## src/rtl/ir_nec_rx.sv

```systemverilog
// NEC infrared frame receiver: tick prescaler, windowed mark/space measurement, FWFT frame FIFO.
// Define IR_NEC_REPEAT_EN to turn repeat codes into re-pushes of the last good frame.
module ir_nec_rx #(
    parameter int DIV        = 1406,
    parameter int DEPTH      = 4,
    parameter int ACTIVE_LOW = 1
) (
    input  logic        clk,
    input  logic        rst_n,
    input  logic        ir_in,
    output logic        frame_valid,
    input  logic        frame_ready,
    output logic [31:0] frame_data,
    output logic        frame_repeat,
    output logic        overflow,
    output logic        err,
    output logic        busy
);
    localparam int PW = (DIV > 1) ? $clog2(DIV) : 1;
    localparam int AW = (DEPTH > 1) ? $clog2(DEPTH) : 1;
    localparam logic IDLE_LVL = (ACTIVE_LOW != 0);
`ifdef IR_NEC_REPEAT_EN
    localparam int EW = 33;
`else
    localparam int EW = 32;
`endif

    typedef enum logic [2:0] {
        IDLE,
        LEAD_MARK,
        LEAD_SPACE,
        BIT_MARK,
        BIT_SPACE
`ifdef IR_NEC_REPEAT_EN
        , REPEAT_MARK
`endif
    } state_t;

    state_t        state;
    logic          s1, s2, s2_d;
    logic          mark, edge_det, mark_start, mark_end;
    logic [PW-1:0] presc;
    logic          tick;
    logic [7:0]    width;
    logic [31:0]   shreg;
    logic [5:0]    bit_cnt;

    // Synchroniser flops reset to the idle line level so reset release never fakes an edge.
    always_ff @(posedge clk or negedge rst_n) begin
        if (!rst_n) begin
            s1   <= IDLE_LVL;
            s2   <= IDLE_LVL;
            s2_d <= IDLE_LVL;
        end else begin
            s1   <= ir_in;
            s2   <= s1;
            s2_d <= s2;
        end
    end

    assign mark       = s2 ^ IDLE_LVL;
    assign edge_det   = s2 ^ s2_d;
    assign mark_start = edge_det && mark;
    assign mark_end   = edge_det && !mark;

    assign tick = (presc == PW'(DIV - 1));

    always_ff @(posedge clk or negedge rst_n) begin
        if (!rst_n) begin
            presc <= '0;
        end else begin
            presc <= tick ? '0 : presc + PW'(1);
        end
    end

    always_ff @(posedge clk or negedge rst_n) begin
        if (!rst_n) begin
            width <= '0;
        end else if (state == IDLE || edge_det) begin
            width <= '0;
        end else if (tick && width != 8'd255) begin
            width <= width + 8'd1;
        end
    end

    logic w_lead_mark, w_lead_space, w_bit_mark, w_zero, w_one;
    assign w_lead_mark  = (width >= 8'd128) && (width <= 8'd192);
    assign w_lead_space = (width >= 8'd64)  && (width <= 8'd96);
    assign w_bit_mark   = (width >= 8'd5)   && (width <= 8'd15);
    assign w_zero       = (width >= 8'd5)   && (width <= 8'd15);
    assign w_one        = (width >= 8'd20)  && (width <= 8'd40);

    logic          frame_done, cksum_ok, push_req;
    logic [EW-1:0] push_entry;
    assign frame_done = (state == BIT_MARK) && mark_end && w_bit_mark && (bit_cnt == 6'd32);
    assign cksum_ok   = (shreg[31:24] == ~shreg[23:16]);

`ifdef IR_NEC_REPEAT_EN
    logic        w_rep_space, rep_done, last_valid;
    logic [31:0] last_frame;
    assign w_rep_space = (width >= 8'd32) && (width <= 8'd48);
    assign rep_done    = (state == REPEAT_MARK) && mark_end && w_bit_mark;
    assign push_req    = (frame_done && cksum_ok) || (rep_done && last_valid);
    assign push_entry  = rep_done ? {1'b1, last_frame} : {1'b0, shreg};
`else
    assign push_req    = frame_done && cksum_ok;
    assign push_entry  = shreg;
`endif

    // Protocol FSM: every edge is judged against the window for the state it closes.
    always_ff @(posedge clk or negedge rst_n) begin
        if (!rst_n) begin
            state   <= IDLE;
            shreg   <= '0;
            bit_cnt <= '0;
            err     <= 1'b0;
`ifdef IR_NEC_REPEAT_EN
            last_frame <= '0;
            last_valid <= 1'b0;
`endif
        end else begin
            err <= 1'b0;
            if (state != IDLE && width == 8'd255) begin
                state <= IDLE;
                err   <= 1'b1;
            end else if (edge_det) begin
                case (state)
                    IDLE: begin
                        if (mark_start) state <= LEAD_MARK;
                    end
                    LEAD_MARK: begin
                        if (mark_end && w_lead_mark) begin
                            state <= LEAD_SPACE;
                        end else begin
                            state <= IDLE;
                            err   <= 1'b1;
                        end
                    end
                    LEAD_SPACE: begin
                        if (mark_start && w_lead_space) begin
                            state   <= BIT_MARK;
                            bit_cnt <= '0;
`ifdef IR_NEC_REPEAT_EN
                        end else if (mark_start && w_rep_space) begin
                            state <= REPEAT_MARK;
`endif
                        end else begin
                            state <= IDLE;
                            err   <= 1'b1;
                        end
                    end
                    BIT_MARK: begin
                        if (mark_end && w_bit_mark) begin
                            if (bit_cnt == 6'd32) begin
                                state <= IDLE;
                                if (cksum_ok) begin
`ifdef IR_NEC_REPEAT_EN
                                    last_frame <= shreg;
                                    last_valid <= 1'b1;
`endif
                                end else begin
                                    err <= 1'b1;
                                end
                            end else begin
                                state <= BIT_SPACE;
                            end
                        end else begin
                            state <= IDLE;
                            err   <= 1'b1;
                        end
                    end
                    BIT_SPACE: begin
                        if (mark_start && (w_zero || w_one)) begin
                            state   <= BIT_MARK;
                            shreg   <= {w_one, shreg[31:1]};
                            bit_cnt <= bit_cnt + 6'd1;
                        end else begin
                            state <= IDLE;
                            err   <= 1'b1;
                        end
                    end
`ifdef IR_NEC_REPEAT_EN
                    REPEAT_MARK: begin
                        state <= IDLE;
                        if (!(mark_end && w_bit_mark) || !last_valid) err <= 1'b1;
                    end
`endif
                    default: state <= IDLE;
                endcase
            end
        end
    end

    assign busy = (state != IDLE);

    logic [EW-1:0] mem [DEPTH];
    logic [AW-1:0] wr_ptr, rd_ptr;
    logic [AW:0]   count;
    logic          pop, full, accept;

    assign frame_valid = (count != '0);
    assign full        = (count == (AW + 1)'(DEPTH));
    assign pop         = frame_valid && frame_ready;
    assign accept      = push_req && (!full || pop);

    // A full FIFO still takes a push when the head leaves in the same cycle.
    always_ff @(posedge clk or negedge rst_n) begin
        if (!rst_n) begin
            wr_ptr   <= '0;
            rd_ptr   <= '0;
            count    <= '0;
            overflow <= 1'b0;
        end else begin
            overflow <= push_req && !accept;
            if (accept) wr_ptr <= wr_ptr + AW'(1);
            if (pop)    rd_ptr <= rd_ptr + AW'(1);
            case ({accept, pop})
                2'b10:   count <= count + (AW + 1)'(1);
                2'b01:   count <= count - (AW + 1)'(1);
                default: count <= count;
            endcase
        end
    end

    always_ff @(posedge clk) begin
        if (accept) mem[wr_ptr] <= push_entry;
    end

    assign frame_data = frame_valid ? mem[rd_ptr][31:0] : '0;
`ifdef IR_NEC_REPEAT_EN
    assign frame_repeat = frame_valid && mem[rd_ptr][32];
`else
    assign frame_repeat = 1'b0;
`endif

endmodule
```

## config.mk

```make
export PLATFORM = sky130hd
export DESIGN_NAME = ir_nec_rx
export DESIGN_NICKNAME = d
export VERILOG_FILES = /design/src/rtl/ir_nec_rx.sv
export SDC_FILE = /design/constraint.sdc
export NUM_CORES = 1
export LEC_CHECK = 0
export CORE_MARGIN = 2
export CORE_UTILIZATION = 55
export DETAILED_ROUTE_END_ITERATION = 8
export GPL_TIMING_DRIVEN = 0
export PLACE_DENSITY_LB_ADDON = 0.3
export SKIP_LAST_GASP = 1
export SYNTH_ARGS = -nofsm -noshare
export SYNTH_HDL_FRONTEND = slang
export SYNTH_SLANG_ARGS = --single-unit
```

## constraint.sdc

```tcl
create_clock -name clk -period 8.2 [get_ports clk]
set_clock_uncertainty 0.15 [all_clocks]
set_input_delay 2.05 -clock clk [delete_from_list [all_inputs] [get_ports clk]]
set_output_delay 2.05 -clock clk [all_outputs]
set_load 0.05 [all_outputs]
```

==> results of run 1 <==
-- metrics by stage --
stage | cells | utilization, %
2_1_floorplan | 528 | -
3_3_place_gp | 778 | 60.6
3_5_place_dp | 782 | 61.2
4_1_cts | 814 | 64.9
5_1_grt | 814 | 64.9
6_report | 814 | 64.9
-- report_power, final --
part / total [W] / switching [W] / internal, W
registers: 0.00107 / 0.00000269 / 0.00107
clock network: 0.000786 / 0.000351 / 0.000435
logic: 0.0000401 / 0.0000267 / 0.0000135
total: 0.00190 / 0.000381 / 0.00151
-- layer usage --
metal	up-vias	global-route usage (%)
met5	-	0
met3	20	3.58
met2	85	33.0
met1	2287	26.5
met4	0	8.38
li1	2074	-
-- worst register-to-register path: stages (launching register included) --
cell      delay [ps]
dfrtp_1          530
inv_1             80
ha_1             220
nand2b_1          70
a21oi_1          100
nor3b_4          360
and4_1           280
and4_1           200
buf_4            150
and2_2           740
-- sequential cells by signal, summed over array words and instances (netlist names) --
name / flops
mem: 128
s2_d: 1
wr_ptr: 2
s2: 1
count: 3
bit_cnt: 6
state: 3
presc: 11
overflow: 1
err: 1
s1: 1
rd_ptr: 2
width: 8
push_entry: 32
-- logic make-up (layout without fill, tap and decap cells) --
logic type	after synthesis	in the layout	synth area share (%)
multiplexers	67	67	14.1
adder cells (fa/ha/maj)	15	15	2.27
other	1	1	0.0436
XOR/XNOR	28	28	2.85
AND/OR/NAND/NOR	142	142	9.80
AO/OA/AOI/OAI	33	33	2.64
buffers and inverters	42	117	2.52
flip-flops	200	200	65.7
-- worst paths after layout --
path	slack [ps]	end	cells after the start
min	210	s2	0
min in group asynchronous	1450	presc[3]	2
max reg2reg	4940	mem[2][30]	9
min reg2reg	210	s2	0
max in group asynchronous	6090	push_entry[7]	2
max	2960	frame_data[31]	5
-- cells in the final DEF (no fill, tap or decap), types with 10 or more instances in the layout --
cell,count
edfxtp_1,128
dfrtp_1,69
clkdlybuf4s50_1,38
and2_1,34
mux4_2,32
mux2_4,27
nor2_1,26
nand2_1,21
xor2_1,18
clkbuf_16,17
inv_1,16
nand3_1,16
ha_1,14
clkbuf_1,11
xnor2_1,10
-- layout make-up --
type | instances | area [um2] | area share (%)
Buffer | 26 | 156 | 1.58
Clock buffer | 21 | 460 | 4.65
Clock inverter | 11 | 98.8 | 0.999
Inverter | 16 | 60.1 | 0.607
Multi-Input combinational cell | 286 | 2730 | 27.6
Sequential cell | 200 | 5650 | 57.1
Tap cell | 211 | 264 | 2.67
Timing Repair Buffer | 43 | 475 | 4.80
==> summary.md, run 1 <==
| Metric | Value |
|---|---|
| Top_reg_cell synth | edfxtp_1 |
| Site Rows | 45 |
| Share of layout cells above drive strength 1 | 22.1% |
| Worst endpoint data arrival time | 3040 ps |
| Crit path capture type | output port |
| Worst-path clk slew | 60 ps |
| Rel. slew slack | 41.1% |
| Reg2reg start | width[0] |
| DRC | 0 |
| Mean post-synth cell area | 16.3 um2 |
| Net Count, Synth | 547 |
| Congestion Overflow GR | 0 |
| Critical path startpoint | rd_ptr[0] |
| Post-synth EDFFs | 128 |
| CP top delay family | buffers and inverters |
| Via total after detailed routing | 4466 |
| Worst slack, placed | 3350 ps |
| Crit start category | flop |
| Hold WS | 210 ps |
| Synthesis warning total | 0 |
| DR WL met3 | 447 um |
| # diodes | 0 |
| Initial antenna violation count | 0 |
| Pins Over Slew Limit | 0 |
| Post-Synthesis Cells | 528 |
| PD cells | 192 nW/um2 |
| Post-route setup slack | 2960 ps |
| Netlist Area Pre-Place | 8590 um2 |
| FMAX | 0.191 GHz |
| CTS buffer count | 17 |
| # Post-CTS Setup Buffers | 0 |
| Buf/Inv on CP | 3 |
| Vias in the first global route | 4764 |
| Final min period | 5240 ps |
| Die Height | 129 um |
| Clock tree buffer depth | 2 |
| Die Area | 16600 um2 |
| Leak | 4.10 nW |
| Cts repair resizes | 0 |
| Finished Cell Area | 9900 um2 |
| Wire length on met2 | 7.64 mm |
| Worst path cell trace | clkbuf_1, buf_2, mux4_2, and2_1, clkdlybuf4s50_1 |
| Detailed placement HPWL | 9.55 mm |
| Type of the worst setup path | reg2out |
| Initial DRC count | 309 |
| Req. time, crit path | 6000 ps |
| Final hold vios | 0 |
| Crit path largest cell delay | 690 ps |
| PortBufs | 39 |
| Drt wl/cell | 18.5 um |
| DR pass1 iterations | 4 |
| Crit share post-route | 63.9% |
| Final setup violating endpoints | 0 |
| Setup_tns | 0 ps |
| Htree depth | 4 |
| IO Pins | 41 |
| Starting Density | 56.3% |
| Fill cell count | 1091 |
| Met1 wire length | 6.71 mm |
| TritonCTS clock tree | yes |
| Number of routed nets with antenna violations | 0 |
| Area leader, netlist | edfxtp_1 |
| Nets | 609 |
| CTS sink cnt | 200 |
| Synth Register Bits | 200 |
| Worst slew pin tran | 883 ps |
| CORE AREA | 15300 um2 |
| Fraction of registers with async set or reset after synthesis | 36.0% |
| Top layer reached by signal wires | met4 |
| Placed cell area | 9340 um2 |
| Final wirelength | 15.1 mm |
| Die width | 129 um |
| Gpl congestion | 0.829 |
| Largest net degree at the start of global routing | 73 |
| Worst vdd ir | 0.122 mV |
| Outcome | complete, no violations |
| Skew-Pair Late Insertion Delay | 430 ps |
| RSZ-0062 raised after global routing | false |
| Most frequent cell after synthesis | edfxtp_1 |
| Via density | 5.49 |
| Hold_sp | s1 |
| Clk root buf | clkbuf_16 |
| MaxCap Viol Count | 0 |
| Hold Path Class | reg2reg |
| Total power | 0.00190 W |
| Area Overhead vs Synth | 15.2% |
| Global-route wire length before repair | 24.6 mm |
| Synth top area share | 44.7% |
| Largest cells by area after synthesis | edfxtp_1, dfrtp_1, mux4_2 |
| Gr usage total | 20.0% |
| Worst-path fanout max | 10 |
| Distinct cell type count after synthesis | 58 |
| Post-synthesis sequential area ratio | 65.7% |
| Slowest CP cell | clkdlybuf4s50_1 |
| Cts hold-fix bufs | 0 |
| Top cells by count, synth | edfxtp_1, dfrtp_1, and2_1 |
(Power assumes the default switching activity.)
==> run 2: changes to the inputs <==
==> constraint.sdc (replaced) <==
create_clock -name clk -period 5.24 [get_ports clk]
set_clock_uncertainty 0.15 [all_clocks]
set_input_delay 1.31 -clock clk [delete_from_list [all_inputs] [get_ports clk]]
set_output_delay 1.31 -clock clk [all_outputs]
set_load 0.05 [all_outputs]
==> results of run 2 <==
Same layout as run 1 (identical final DEF). Status: complete, no violations.
Main changes from that run: setup slack after placement 3350 ps -> 1130 ps; setup slack after layout 2960 ps -> 737 ps; register-to-register setup slack 4940 ps -> 1980 ps; total power 0.00190 W -> 0.00297 W; worst IR drop on VDD 0.122 mV -> 0.191 mV
==> run 3: changes to the inputs <==
==> constraint.sdc (replaced) <==
create_clock -name clk -period 5.25 [get_ports clk]
set_clock_uncertainty 0.15 [all_clocks]
set_input_delay 1.3125 -clock clk [delete_from_list [all_inputs] [get_ports clk]]
set_output_delay 1.3125 -clock clk [all_outputs]
set_load 0.05 [all_outputs]
==> results of run 3 <==
Same layout as run 1 (identical final DEF). Status: complete, no violations.
Main changes from that run: setup slack after placement 3350 ps -> 1130 ps; setup slack after layout 2960 ps -> 744 ps; register-to-register setup slack 4940 ps -> 1990 ps; total power 0.00190 W -> 0.00296 W; worst IR drop on VDD 0.122 mV -> 0.191 mV
